`src/rtl/hmul_sequencer.sv`:
```
// Sequences one multiplier datapath through clear, load A, accumulate B, drain.
// Optional 16-bit busy-cycle counter on perf_cycles when HMUL_SEQ_PERF_EN is defined.

// Multiplier datapath: holds A, accumulates A*B, and presents row-1 onward.
module hmul_seq_datapath #(
   parameter int DIMENSION        = 1,
   parameter int DIM_WIDTH        = 1,
   parameter int CIPHERTEXT_WIDTH = 10,
   parameter int PARALLEL         = 1
) (
   input  logic                                 clk,
   input  logic                                 rst_n,
   input  logic [DIM_WIDTH:0]                   row,
   input  logic                                 ciphertext_select,
   input  logic                                 en,
   input  logic [PARALLEL*CIPHERTEXT_WIDTH-1:0] op,
   output logic [PARALLEL*CIPHERTEXT_WIDTH-1:0] result_partial
);
   localparam int W      = CIPHERTEXT_WIDTH;
   localparam int NUM_A  = DIMENSION + 1;
   localparam int NUM_P  = 2 * DIMENSION + 1;

   logic [NUM_A*W-1:0] a_q, a_d;
   logic [NUM_P*W-1:0] acc_q, acc_d;

   always_comb begin
      a_d   = a_q;
      acc_d = acc_q;
      if (!rst_n) begin
         a_d   = '0;
         acc_d = '0;
      end else if (en) begin
         for (int p = 0; p < PARALLEL; p++) begin
            if (!ciphertext_select) begin
               if (int'(row) + p < NUM_A)
                  a_d[(int'(row) + p)*W +: W] = op[p*W +: W];
            end else begin
               // B coefficient at index row+p contributes to every product index row+p+j.
               for (int j = 0; j < NUM_A; j++) begin
                  if (int'(row) + p + j < NUM_P)
                     acc_d[(int'(row) + p + j)*W +: W] =
                        acc_d[(int'(row) + p + j)*W +: W] + a_q[j*W +: W] * op[p*W +: W];
               end
            end
         end
      end
   end

   always_ff @(posedge clk) begin
      a_q   <= a_d;
      acc_q <= acc_d;
   end

   always_comb begin
      result_partial = '0;
      for (int p = 0; p < PARALLEL; p++) begin
         if ((int'(row) - 1 + p >= 0) && (int'(row) - 1 + p < NUM_P))
            result_partial[p*W +: W] = acc_q[(int'(row) - 1 + p)*W +: W];
      end
   end
endmodule

module hmul_sequencer #(
   parameter int DIMENSION        = 1,
   parameter int DIM_WIDTH        = 1,
   parameter int CIPHERTEXT_WIDTH = 10,
   parameter int PARALLEL         = 1
) (
   input  logic                                 clk,
   input  logic                                 rst_n,
   input  logic                                 start,
   output logic                                 busy,
   output logic                                 done,
   input  logic                                 in_valid,
   output logic                                 in_ready,
   input  logic [PARALLEL*CIPHERTEXT_WIDTH-1:0] in_data,
   output logic                                 out_valid,
   input  logic                                 out_ready,
   output logic [PARALLEL*CIPHERTEXT_WIDTH-1:0] out_data,
   output logic [DIM_WIDTH:0]                   out_index,
   output logic                                 mult_rst_n,
   output logic [PARALLEL*CIPHERTEXT_WIDTH-1:0] mult_op,
   output logic [DIM_WIDTH:0]                   mult_row,
   output logic                                 mult_sel,
   output logic                                 mult_en,
   output logic [2:0]                           state_dbg
`ifdef HMUL_SEQ_PERF_EN
   ,
   output logic [15:0]                          perf_cycles
`endif
);
   localparam int IW    = DIM_WIDTH + 1;
   localparam int NUM_A = DIMENSION + 1;
   localparam int NUM_P = 2 * DIMENSION + 1;

   // Both streams use valid/ready: a beat transfers on a rising edge where valid and ready are both high.
   typedef enum logic [2:0] {
      S_IDLE   = 3'd0,
      S_CLEAR  = 3'd1,
      S_LOAD_A = 3'd2,
      S_LOAD_B = 3'd3,
      S_DRAIN  = 3'd4,
      S_DONE   = 3'd5
   } state_t;

   state_t        state_q, state_d;
   logic [IW-1:0] idx_q, idx_d;

   always_ff @(posedge clk) begin
      if (!rst_n) begin
         state_q <= S_IDLE;
         idx_q   <= '0;
      end else begin
         state_q <= state_d;
         idx_q   <= idx_d;
      end
   end

   always_comb begin
      state_d = state_q;
      idx_d   = idx_q;
      case (state_q)
         S_IDLE: begin
            if (start) begin
               state_d = S_CLEAR;
               idx_d   = '0;
            end
         end
         S_CLEAR: begin
            state_d = S_LOAD_A;
            idx_d   = '0;
         end
         S_LOAD_A: begin
            if (in_valid) begin
               if (int'(idx_q) + PARALLEL >= NUM_A) begin
                  state_d = S_LOAD_B;
                  idx_d   = '0;
               end else begin
                  idx_d = idx_q + IW'(PARALLEL);
               end
            end
         end
         S_LOAD_B: begin
            if (in_valid) begin
               if (int'(idx_q) + PARALLEL >= NUM_A) begin
                  state_d = S_DRAIN;
                  idx_d   = '0;
               end else begin
                  idx_d = idx_q + IW'(PARALLEL);
               end
            end
         end
         S_DRAIN: begin
            if (out_ready) begin
               if (int'(idx_q) + PARALLEL >= NUM_P) state_d = S_DONE;
               else                                 idx_d   = idx_q + IW'(PARALLEL);
            end
         end
         S_DONE:  state_d = S_IDLE;
         default: state_d = S_IDLE;
      endcase
   end

   always_comb begin
      busy      = (state_q != S_IDLE);
      done      = 1'b0;
      in_ready  = 1'b0;
      out_valid = 1'b0;
      out_index = '0;
      mult_row  = '0;
      mult_sel  = 1'b0;
      mult_en   = 1'b0;
      case (state_q)
         S_LOAD_A: begin
            in_ready = 1'b1;
            mult_row = idx_q;
            mult_en  = in_valid;
         end
         S_LOAD_B: begin
            in_ready = 1'b1;
            mult_row = idx_q;
            mult_sel = 1'b1;
            mult_en  = in_valid;
         end
         S_DRAIN: begin
            out_valid = 1'b1;
            out_index = idx_q;
            // The multiplier presents index row-1, so point one past k.
            mult_row  = idx_q + IW'(1);
         end
         S_DONE:  done = 1'b1;
         default: ;
      endcase
   end

   assign mult_rst_n = rst_n & (state_q != S_CLEAR);
   assign mult_op    = in_data;
   assign state_dbg  = state_q;

   hmul_seq_datapath #(
      .DIMENSION        (DIMENSION),
      .DIM_WIDTH        (DIM_WIDTH),
      .CIPHERTEXT_WIDTH (CIPHERTEXT_WIDTH),
      .PARALLEL         (PARALLEL)
   ) u_datapath (
      .clk               (clk),
      .rst_n             (mult_rst_n),
      .row               (mult_row),
      .ciphertext_select (mult_sel),
      .en                (mult_en),
      .op                (mult_op),
      .result_partial    (out_data)
   );

`ifdef HMUL_SEQ_PERF_EN
   logic [15:0] perf_q, perf_d;

   // Counts CLEAR through DRAIN, so a stall-free run reports the work cycles only.
   always_comb begin
      perf_d = perf_q;
      if (state_q == S_IDLE && start)
         perf_d = '0;
      else if (state_q != S_IDLE && state_q != S_DONE && perf_q != 16'hFFFF)
         perf_d = perf_q + 16'd1;
   end

   always_ff @(posedge clk) begin
      if (!rst_n) perf_q <= '0;
      else        perf_q <= perf_d;
   end

   assign perf_cycles = perf_q;
`else
   // No cycle counter in this build.
`endif

   a_no_dual_stream: assert property (@(posedge clk) disable iff (!rst_n) !(in_ready && out_valid));
   a_en_in_load:     assert property (@(posedge clk) disable iff (!rst_n) mult_en |-> in_ready);
   a_done_to_idle:   assert property (@(posedge clk) disable iff (!rst_n) (state_q == S_DONE) |=> (state_q == S_IDLE));
endmodule

```
`config.mk`:
```
export PLATFORM = sky130hd
export DESIGN_NAME = hmul_sequencer
export DESIGN_NICKNAME = d
export VERILOG_FILES = /design/src/rtl/hmul_sequencer.sv
export SDC_FILE = /design/constraint.sdc
export NUM_CORES = 1
export LEC_CHECK = 0
export CORE_MARGIN = 3
export CORE_UTILIZATION = 40
export CTS_BUF_LIST = sky130_fd_sc_hd__clkbuf_8
export CTS_CLUSTER_DIAMETER = 100
export DETAILED_ROUTE_END_ITERATION = 12
export GPL_TIMING_DRIVEN = 0
export SYNTH_ARGS = -nofsm -noshare
export SYNTH_HDL_FRONTEND = slang
export SYNTH_HIERARCHICAL = 1
export SYNTH_SLANG_ARGS = --single-unit
```
`constraint.sdc`:
```
create_clock -name clk -period 11.6 [get_ports clk]
set_clock_uncertainty 0.1 [all_clocks]
set_input_delay 1.16 -clock clk [delete_from_list [all_inputs] [get_ports clk]]
set_output_delay 1.16 -clock clk [all_outputs]
set_load 0.01 [all_outputs]
```
# Word level (Yosys, flattened, before mapping)
# Index checks and enable logic that the tools add are counted.
[totals]
ramBits = 0
input_bits = 15
mem_bits_ro = 0
output_inout_bits = 34
register_bits = 55
mem_count = 0
word_cells = 89
latchBits = 0
[classes]
mux = 30
n_reduce_logical = 9
div_mod_pow = 0
n_mul = 5
shifts = 9
n_bitwise = 2
addsub = 8
eq_ne = 15
n_lt_le_gt_ge = 7
[ops]
columns = ["operator", "count"]
rows = [
  ["$mux 30", 5],
  ["$shiftx 30x32->10", 3],
  ["$neg 32->33", 2],
  ["$shift 10x33->30 const A", 2],
  ["$shiftx 10x33->30", 2],
  ["$lt 32x3->1 const B", 2],
  ["$mul 32x4->31 const B", 2],
  ["$bwmux 30", 2],
  ["$shift 10x33->20 const A", 1],
  ["$shiftx 10x33->20", 1],
  ["$ge 32x1->1 const B", 1],
  ["$ge 32x3->1 const B", 1],
  ["$mux 3", 7],
  ["$add 10x10->10", 2],
  ["$bwmux 20", 1],
  ["$mul 10x10->10", 2],
  ["$ne 2x2->1 const B", 8],
  ["$pmux 3 s5", 1],
  ["$mux 2", 6],
  ["$mux 10", 1],
  ["$pmux 2 s4", 1],
  ["$reduce_and 7->1", 1],
  ["$add 2x1->3 const B", 2],
  ["$eq 3x2->1 const B", 2],
  ["21 further kinds", 27],
]

# Longest topological paths before layout
# Gate-level depths: netlist of the first run.
[depth]
ltp_word = 17
mapped_depth = 47
depth_no_buf = 43

# By module
# The synthesis of the first run kept the hierarchy.
[modules_own_cells]
columns = ["module", "area_per_inst_um2", "n_inst", "cells_each", "seq_area_each_um2"]
rows = [
  ["hmul_seq_datapath", 8359.3, 1, 1093, 1001.0],
  ["hmul_sequencer", 508.0, 1, 60, 100.1],
]

# Least setup slack after synthesis of the first run
# OpenSTA, ideal clock, no wires.
[synth_path]
path_kind = "register -> register"
from = "register state_q[2] (netlist: state_dbg[2])"
to = "register u_datapath.acc_q[25]"
setup_ns = 0.115
t_arrival_ns = 9.617
path_buffers = 6
stages_incl_launch_ff = 40
t_required_ns = 11.385
period_less_slack_ns = 9.832
slack_ns = 1.768
cell_sequence = "dfxtp_1 -> buf_4 -> nor4b_1 -> a21o_1 -> buf_1 -> clkbuf_1 -> clkbuf_1 -> buf_1 -> clkbuf_1 -> nor2_1 -> a21oi_1 -> fa_1 -> fa_1 -> fa_1 -> inv_1 -> ha_1 -> inv_1 -> o21bai_1 -> [... 4 more ...] -> nor2_1 -> a22oi_1 -> a211oi_1 -> fa_1 -> inv_1 -> fa_1 -> fa_1 -> inv_1 -> ha_1 -> inv_1 -> o21bai_1 -> a21oi_1 -> xnor2_1 -> mux4_2 -> and2_1 -> a21oi_1 -> a221oi_2 -> o21a_1"
[synth_via]
elab_chain_len = 17
elab_cells_between_ends = 32
cone_classes = "add/sub (5); mul (2); order compare (2); eq/ne (4); shift (6); mux (10); bitwise (1); reduce/logical (2)"
[synth_rtl]
columns = ["item", "line_no", "source"]
rows = [
  ["start: declaration", "106", "state_t state_q, state_d;"],
  ["start signal: assignment", "114", "state_q <= state_d;"],
  ["$eq 3x2->1", "173", "case (state_q)"],
  ["$reduce_or 2->1 (no source line)", "-", ""],
  ["$pmux 2 s2 (*)", "173", ""],
  ["via mult_row[0]", "83", "output logic [DIM_WIDTH:0] mult_row,"],
  ["$mul 2x3->5", "41, 42", ""],
  ["$shiftx 30x32->10", "42", "acc_d[(int'(row) + p + j)*W +: W] + a_q[j*W +: W] * op[p*W +: W];"],
  ["$add 10x10->10", "42", ""],
  ["$shiftx 10x33->30", "41", "acc_d[(int'(row) + p + j)*W +: W] ="],
  ["[... 2 more ...]", "-", ""],
  ["$mux 30", "34", "if (!ciphertext_select) begin"],
  ["$mux 30", "32", "end else if (en) begin"],
  ["$mux 30", "29", "if (!rst_n) begin"],
  ["$shiftx 30x32->10", "42", ""],
  ["$add 10x10->10", "42", ""],
  ["$shiftx 10x33->30", "41", ""],
  ["$bwmux 30", "41", ""],
  ["$mux 30 (*)", "40", "if (int'(row) + p + j < NUM_P)"],
  ["end signal: assignment", "51", "acc_q <= acc_d;"],
  ["end: declaration", "24", "logic [NUM_P*W-1:0] acc_q, acc_d;"],
]
# Mark *: on every way through the listed nets, which the timed path passes. The rest lies on a longest branch. The select of a mux whose other input is x is not followed.
# A chain may end at the register's enable or synchronous reset.

# Worst setup path in the final report of the first run
[layout_path]
from = "input port in_data[1]"
to = "register u_datapath.acc_q[13]"
[layout_via]
elab_chain_len = 13
elab_cells_between_ends = 14
cone_classes = "add/sub (2); mul (2); shift (3); mux (7)"
[layout_rtl]
columns = ["item", "line_no", "source"]
rows = [
  ["start: declaration", "76", "input logic [PARALLEL*CIPHERTEXT_WIDTH-1:0] in_data,"],
  ["$mul 10x10->10", "42", ""],
  ["$add 10x10->10", "42", ""],
  ["$shiftx 10x33->30", "41", ""],
  ["$bwmux 30", "41", ""],
  ["$mux 30", "40", ""],
  ["$mux 30", "34", ""],
  ["$mux 30", "32", ""],
  ["$mux 30", "29", ""],
  ["$shiftx 30x32->10", "42", ""],
  ["$add 10x10->10", "42", ""],
  ["$shiftx 10x33->30", "41", ""],
  ["$bwmux 30", "41", ""],
  ["$mux 30 (*)", "40", ""],
]
# Mark *: on every way between the ends. The rest lies on a longest branch, timed or not. The select of a mux whose other input is x is not followed.

==> results.txt, run 1 <==
----------------------------------------------------
[Outcome]
  Status ... finished clean

[Clock tree]
  Clock tree buffer depth ... 2
  H-tree depth ... 2
  Hold_buf cts ... 0
  CTS Sinks ... between 50 and 60
  Worst-Skew Late Latency ... ~0.34 ns
  TritonCTS clock tree ... done
  Clock transition at path regs ... between 0.1 and 0.15 ns
  Number of buffers created by CTS ... 5
  Root Buffer ... sky130_fd_sc_hd__clkbuf_8

[Pwr]
  Leakage dissipation ... just over 0.004 uW
  IR drop worst, VDD ... roughly 0.061 mV
  Design Power ... about 630 uW
  Cell Pwr Density ... 63.7 mW/mm^2

[Timing]
  Fmax achieved ... 0.0890 GHz
  Unrepaired setup endpoints after global routing ... no
  Final period util ... 0.969
  Setup slack after layout ... between 0.3 and 0.4 ns
  Number of pins exceeding their max-slew limit in the final report ... 0
  Worst-margin pin slew ... around 1.3 ns
  Worst slew margin ... 0.118
  Minimum clock period after layout ... approximately 11 ns
  Number of failing hold endpoints at the final stage ... 0
  Worst hold margin ... slightly above 0.4 ns
  Number of endpoints failing setup at the final stage ... 0

[GRT]
  Number of global-route vias before repair ... roughly 8,900
  GRT overflow ... 0
  Largest net degree at the start of global routing ... 16
  Wire length of the first global-routing pass ... 55,700 um
  Antenna violations before repair ... 0
  Global-route usage over all layers ... 0.303

[Critical path]
  Slowest Stage Delay on Critical Path ... ~0.62 ns
  Slowest cell on crit path ... sky130_fd_sc_hd__clkdlybuf4s50_1
  Library cell appearing most often on the critical path ... sky130_fd_sc_hd__fa_1
  Req. time, crit path ... between 10 and 15 ns
  Kind of end point of the critical path ... flop
  CP Launch Type ... primary input
  Setup Crit Path Kind ... primary input to flop
  Data arrival time of the worst path ... 11.41 ns
  Maximum fanout encountered on the critical timing path ... 10

[Route]
  Via density per instance ... a little over 6
  DR vias ... a little over 9,000
  Number of DRC markers after the initial detailed-route iteration ... 1,037
  Detailed-router iteration count before antenna repair ... 6
  WL final ... around 36,000 um
  Wirelength per Cell ... between 20 and 25 um
  Antenna violation net count after detailed routing ... 0
  Post-route DRC violation count ... 0

[Synth]
  Avg Cell Area, Syn ... 7.69 um^2
  Leading area contributor after synthesis ... sky130_fd_sc_hd__fa_1
  Net count after synthesis ... roughly 1,300
  Post-synth EDFFs ... 0
  Post-synthesis register bit count ... 55
  Most frequent cell after synthesis ... sky130_fd_sc_hd__nand2_1
  Netlist Area Pre-Place ... about 0.0089 mm^2
  Share of flip-flops with an asynchronous set or reset ... 0
  Sequential cell area fraction in the yosys report ... 0.124
  Prevailing post-synth register cell ... sky130_fd_sc_hd__dfxtp_1
  Proportion of netlist area held by the largest area contributor ... 0.135
  Cell types with the largest area share after synthesis ... sky130_fd_sc_hd__fa_1 (14%), sky130_fd_sc_hd__dfxtp_1 (12%), sky130_fd_sc_hd__ha_1 (9.6%)
  Cell types with the highest counts after synthesis ... sky130_fd_sc_hd__nand2_1 (139), sky130_fd_sc_hd__inv_1 (102), sky130_fd_sc_hd__nor2_1 (80), sky130_fd_sc_hd__ha_1 (68), sky130_fd_sc_hd__and2_1 (63)
  Count of yosys warnings during synthesis ... 6
  Number of distinct library cells after synthesis ... 76
  Number of instances in the synthesized netlist ... approximately 1,200

[Final layout]
  Net count, final ... about 1,400
  Inserted Diodes ... 0
  Post-route standard cell area excluding fillers ... about 0.01 mm^2
  Fraction of layout instances using a drive strength above 1 ... 0.0844
  Post-route non-filler standard cell count ... approximately 1,500
  Area growth, synth to finish ... 11.7%
  Filler cell count ... approximately 2,200

[Placed design]
  Worst slack at placement ... -1.29 ns
  Routability congestion estimate from global placement ... slightly above 1
  PortBufs ... 44
  Cells after DPL ... 1,472
  Post-place instance area ... between 0.009 and 0.01 mm^2
  Post-DP HPWL ... approximately 28,000 um

[Hold path]
  Tightest Hold Check Type ... flop to flop

[Die]
  Horizontal die dimension ... around 150 um
  Number of I/O pins ... between 40 and 50
  Core Rows ... 53
  Core outline area ... around 0.021 mm^2
  Die Area ... around 0.024 mm^2
  Die span in y ... roughly 150 um
  Starting Density ... 0.414

[Flow run]
  Max Cap Violations ... 0

----------------------------------------------------
registers in the layout, indices dropped and copies added (netlist names):
signal            count
u_datapath/acc_q     30
state_dbg             3
idx_q                 2
u_datapath/a_q       20
placed cells by master (no fill, tap or decap), drive strengths merged, types with 4 or more instances in the layout:
cell,count
xor2,10
a22oi,22
a21oi,55
nand3,32
nand2,139
buf,40
a221oi,21
nand2b,7
and3,7
a21o,9
a211oi,15
o211a,8
and2,64
o22ai,6
mux4,5
nor3b,7
fa,60
nor2,80
o21ai,61
nand4,6
a21boi,7
o21bai,6
o32ai,4
a31oi,6
clkbuf,62
nor3,19
nor2b,22
o211ai,12
clkdlybuf4s50,44
xnor2,39
inv,105
ha,68
dfxtp,55
mux2,14
a22o,9
mux2i,40
cell families after synthesis:
family                     after synthesis  synth area share
and+or+nand+nor                        396             0.215
AOI/OAI and AO/OA                      267             0.206
buffers and inverters                  198            0.0954
adders and majority gates              128             0.231
muxes                                   59            0.0756
DFF                                     55             0.124
xor gates and xnor gates                50            0.0526
critical path, delay by kind of cell:
family / cells / cell delay, ns
simple gates: 4 / 0.69
xor+xnor: 7 / 1.48
fa+ha+maj: 9 / 3.93
buf+inv: 8 / 1.64
compound gates: 13 / 2.50
worst paths after layout:
check                                       from                                end  slack [ns]  depth (start not counted)
setup / recovery                      in_data[1]  u_datapath/acc_q[13]$_SDFFE_PN0P_        0.36                         41
hold / removal    u_datapath/a_q[9]$_SDFFE_PN0P_     u_datapath/a_q[9]$_SDFFE_PN0P_        0.41                          1
setup reg to reg       state_dbg[1]$_SDFFE_PN0P_  u_datapath/acc_q[24]$_SDFFE_PN0P_        0.59                         40
hold reg to reg   u_datapath/a_q[9]$_SDFFE_PN0P_     u_datapath/a_q[9]$_SDFFE_PN0P_        0.41                          1
where the power goes:
part | internal (uW) | leakage, uW | total, uW | switching, uW
combinational | 114 | 0.00361 | 295 | 182
clock | 62.7 | 0.0000554 | 133 | 70.1
sequential | 194 | 0.000444 | 203 | 8.68
total | 371 | 0.00411 | 631 | 260
layer usage:
layer / vias up / GRT usage / part of all wire
li1: 4058 / - / -
met1: 4293 / 0.421 / 0.42
met2: 578 / 0.463 / 0.43
met3: 123 / 0.0442 / 0.093
met4: 0 / 0.140 / 0.057
met5: - / 0 / 0
area by class of cell:
type                            count  area (um^2)  area share
Timing Repair Buffer               48          470      0.0475
Clock buffer                        5         68.8     0.00695
Tap cell                          275          344      0.0347
Clock inverter                      2         33.8     0.00341
Buffer                             93          474      0.0479
Multi-Input combinational cell    900         7020       0.709
Sequential cell                    55         1100       0.111
Inverter                          105          394      0.0398
through the flow:
stage	TNS (ns)	utilization
after floorplan	0	-
after global routing	0	0.462
after detailed placement	-19.15	0.451
after global placement	-19.99	0.451
final	0	0.462
after CTS	0	0.458
what timing repair did:
item / 4_1_cts / 5_1_grt
buffers inserted: 0 / 4
endpoints found under the setup margin: 23 / 22
hold endpoints to repair: 0 / 0
resized for setup: 18 / 24
pin swaps: 0 / 4
Note: power is estimated with default switching activity, not from simulation.
==> inputs of run 2 (changes only) <==
--- a/config.mk
+++ b/config.mk
@@ -10,6 +10,7 @@
 export CTS_BUF_LIST = sky130_fd_sc_hd__clkbuf_8
 export CTS_CLUSTER_DIAMETER = 100
 export DETAILED_ROUTE_END_ITERATION = 12
+export GPL_ROUTABILITY_DRIVEN = 1
 export GPL_TIMING_DRIVEN = 0
 export SYNTH_ARGS = -nofsm -noshare
 export SYNTH_HDL_FRONTEND = slang
==> results of run 2 <==
Same layout as run 1: the final DEF is identical, and so are final timing and power.
==> edit (settings of run 1) <==
`CIPHERTEXT_WIDTH` is set to 10 in 2 places; all go to 8.
--- a/src/rtl/hmul_sequencer.sv
+++ b/src/rtl/hmul_sequencer.sv
@@ -6,5 +6,5 @@
    parameter int DIMENSION        = 1,
    parameter int DIM_WIDTH        = 1,
-   parameter int CIPHERTEXT_WIDTH = 10,
+   parameter int CIPHERTEXT_WIDTH = 8,
    parameter int PARALLEL         = 1
 ) (
@@ -64,5 +64,5 @@
    parameter int DIMENSION        = 1,
    parameter int DIM_WIDTH        = 1,
-   parameter int CIPHERTEXT_WIDTH = 10,
+   parameter int CIPHERTEXT_WIDTH = 8,
    parameter int PARALLEL         = 1
 ) (
Ports: changed (resized in_data, mult_op and out_data); port bits go from 49 to 43. No check against the original RTL was run, so the function may have changed too.
==> edit against run 1 <==
Setup slack improved by 1.9 ns; sequential cell count decreased by 10; via count decreased by 49%; die area decreased by 40%; sequential power decreased by 19%; power decreased by 40%; routed wire length decreased by 59%; final area decreased by 41%; worst hold slack got worse by 0.039 ns; synthesized area decreased by 42%; first-iteration DRC count decreased by 68%; critical endpoint is now u_datapath/acc_q[23]$_SDFFE_PN0P_; largest power group is now registers.
==> edit: results (changes against run 1) <==
stage;metric;value;unit;change
status;run status;finished, final reports clean;;unchanged
global_route;largest net degree at the start of global routing;14;;was 16
yosys;Synth top cells by count;nand2_1 (100), inv_1 (72), nor2_1 (47);;was nand2_1 (139), inv_1 (102), nor2_1 (80)
timing;worst slew pin tran;0.768;ns;was 1.32 ns
placed_design;DP Worst Slack;2.32;ns;was -1.29 ns
finish;nets@finish;794;;was 1,351
placed_design;DP Area;5760;um^2;was 9650 um^2
finish;Clock Buffer Count;6;;was 5
pwr;Sequential Power;0.165;mW;was 0.203 mW
global_route;grt met1 use;31.2;%;was 42.1%
yosys;Post-Syn Nets;748;;was 1,296
global_route;vias in the first global route;4509;;was 8,945
pwr;logic gate share of total power;29.4;%;was 46.8%
placed_design;post-detail-place hpwl;11800;um;was 28,500 um
global_route;Global Route Usage Sum;21.2;%;was 30.3%
global_route;first-pass GRT wire length;24100;um;was 55,700 um
worst_hold_path;Hold Path Origin;u_datapath/a_q[15]$_SDFFE_PN0P_;;was u_datapath/a_q[9]$_SDFFE_PN0P_
finish;count of plain and timing-repair buffers;80;;was 141
yosys;Synth cell types;56;;was 76
drt;DR WL met3;969;um;was 3380 um
placed_design;placed insts;863;;was 1,472
yosys;leading post-synthesis cells by cell area;dfxtp_1 (17%), fa_1 (14%), ha_1 (10%);;was fa_1 (14%), dfxtp_1 (12%), ha_1 (9.6%)
pwr;Reg power frac;43.8;%;was 32.2%
global_route;GR Util met2;33.9;%;was 46.3%
worst_hold_path;Hold Path Depth;2;;was 1
worst_hold_path;Hold EP;u_datapath/a_q[15]$_SDFFE_PN0P_;;was u_datapath/a_q[9]$_SDFFE_PN0P_
yosys;post-synthesis mux area share;3.49;%;was 7.56%
clock_tree;post-cts resize count;0;;was 18
finish;share of layout cells above drive strength 1;5.13;%;was 8.44%
finish;Seq area share;15.4;%;was 11.1%
placed_design;routability congestion estimate;0.963;;was 1.02
global_route;met3 usage;1.89;%;was 4.42%
pwr;VDD IR-drop max;0.0000386;V;was 0.0000608 V
setup_path;Critical R2R Capture;u_datapath/acc_q[23]$_SDFFE_PN0P_;;was u_datapath/acc_q[24]$_SDFFE_PN0P_
drt;DRT Wirelength;14900;um;was 36,200 um
setup_path;reg2reg path depth;33;;was 40
yosys;sequential share of the synthesized area;17.5;%;was 12.4%
finish;Clock buf/inv share;1.48;%;was 1.04%
clock_tree;clk slew on worst S/H paths;0.08;ns;was 0.11 ns
drt;Iter 0 DRT Violations;327;;was 1,037
yosys;Post-Synth Adder-Cell Area;24.4;%;was 23.1%
clock_tree;Skew-Pair Late Insertion Delay;0.31;ns;was 0.34 ns
pwr;sw frac;33.0;%;was 41.3%
timing;Min Hold Slack;0.376;ns;was 0.415 ns
setup_path;Slowest-stage cell, CP;buf_1;;was clkdlybuf4s50_1
[edit: how the worst max path moves through the flow]
stage / slack, ns / end / startpoint / cells past startpoint
after floorplan: 3.28 / u_datapath/acc_q[23]$_SDFFE_PN0P_ / state_dbg[1]$_SDFFE_PN0P_ / 32
after global placement: 2.37 / u_datapath/acc_q[23]$_SDFFE_PN0P_ / in_data[1] / 26
after detailed placement: 2.32 / u_datapath/acc_q[23]$_SDFFE_PN0P_ / state_dbg[1]$_SDFFE_PN0P_ / 33
after CTS: 2.28 / u_datapath/acc_q[23]$_SDFFE_PN0P_ / state_dbg[1]$_SDFFE_PN0P_ / 33
after global routing: 1.83 / u_datapath/acc_q[23]$_SDFFE_PN0P_ / state_dbg[1]$_SDFFE_PN0P_ / 33
final: 2.28 / u_datapath/acc_q[23]$_SDFFE_PN0P_ / state_dbg[1]$_SDFFE_PN0P_ / 33
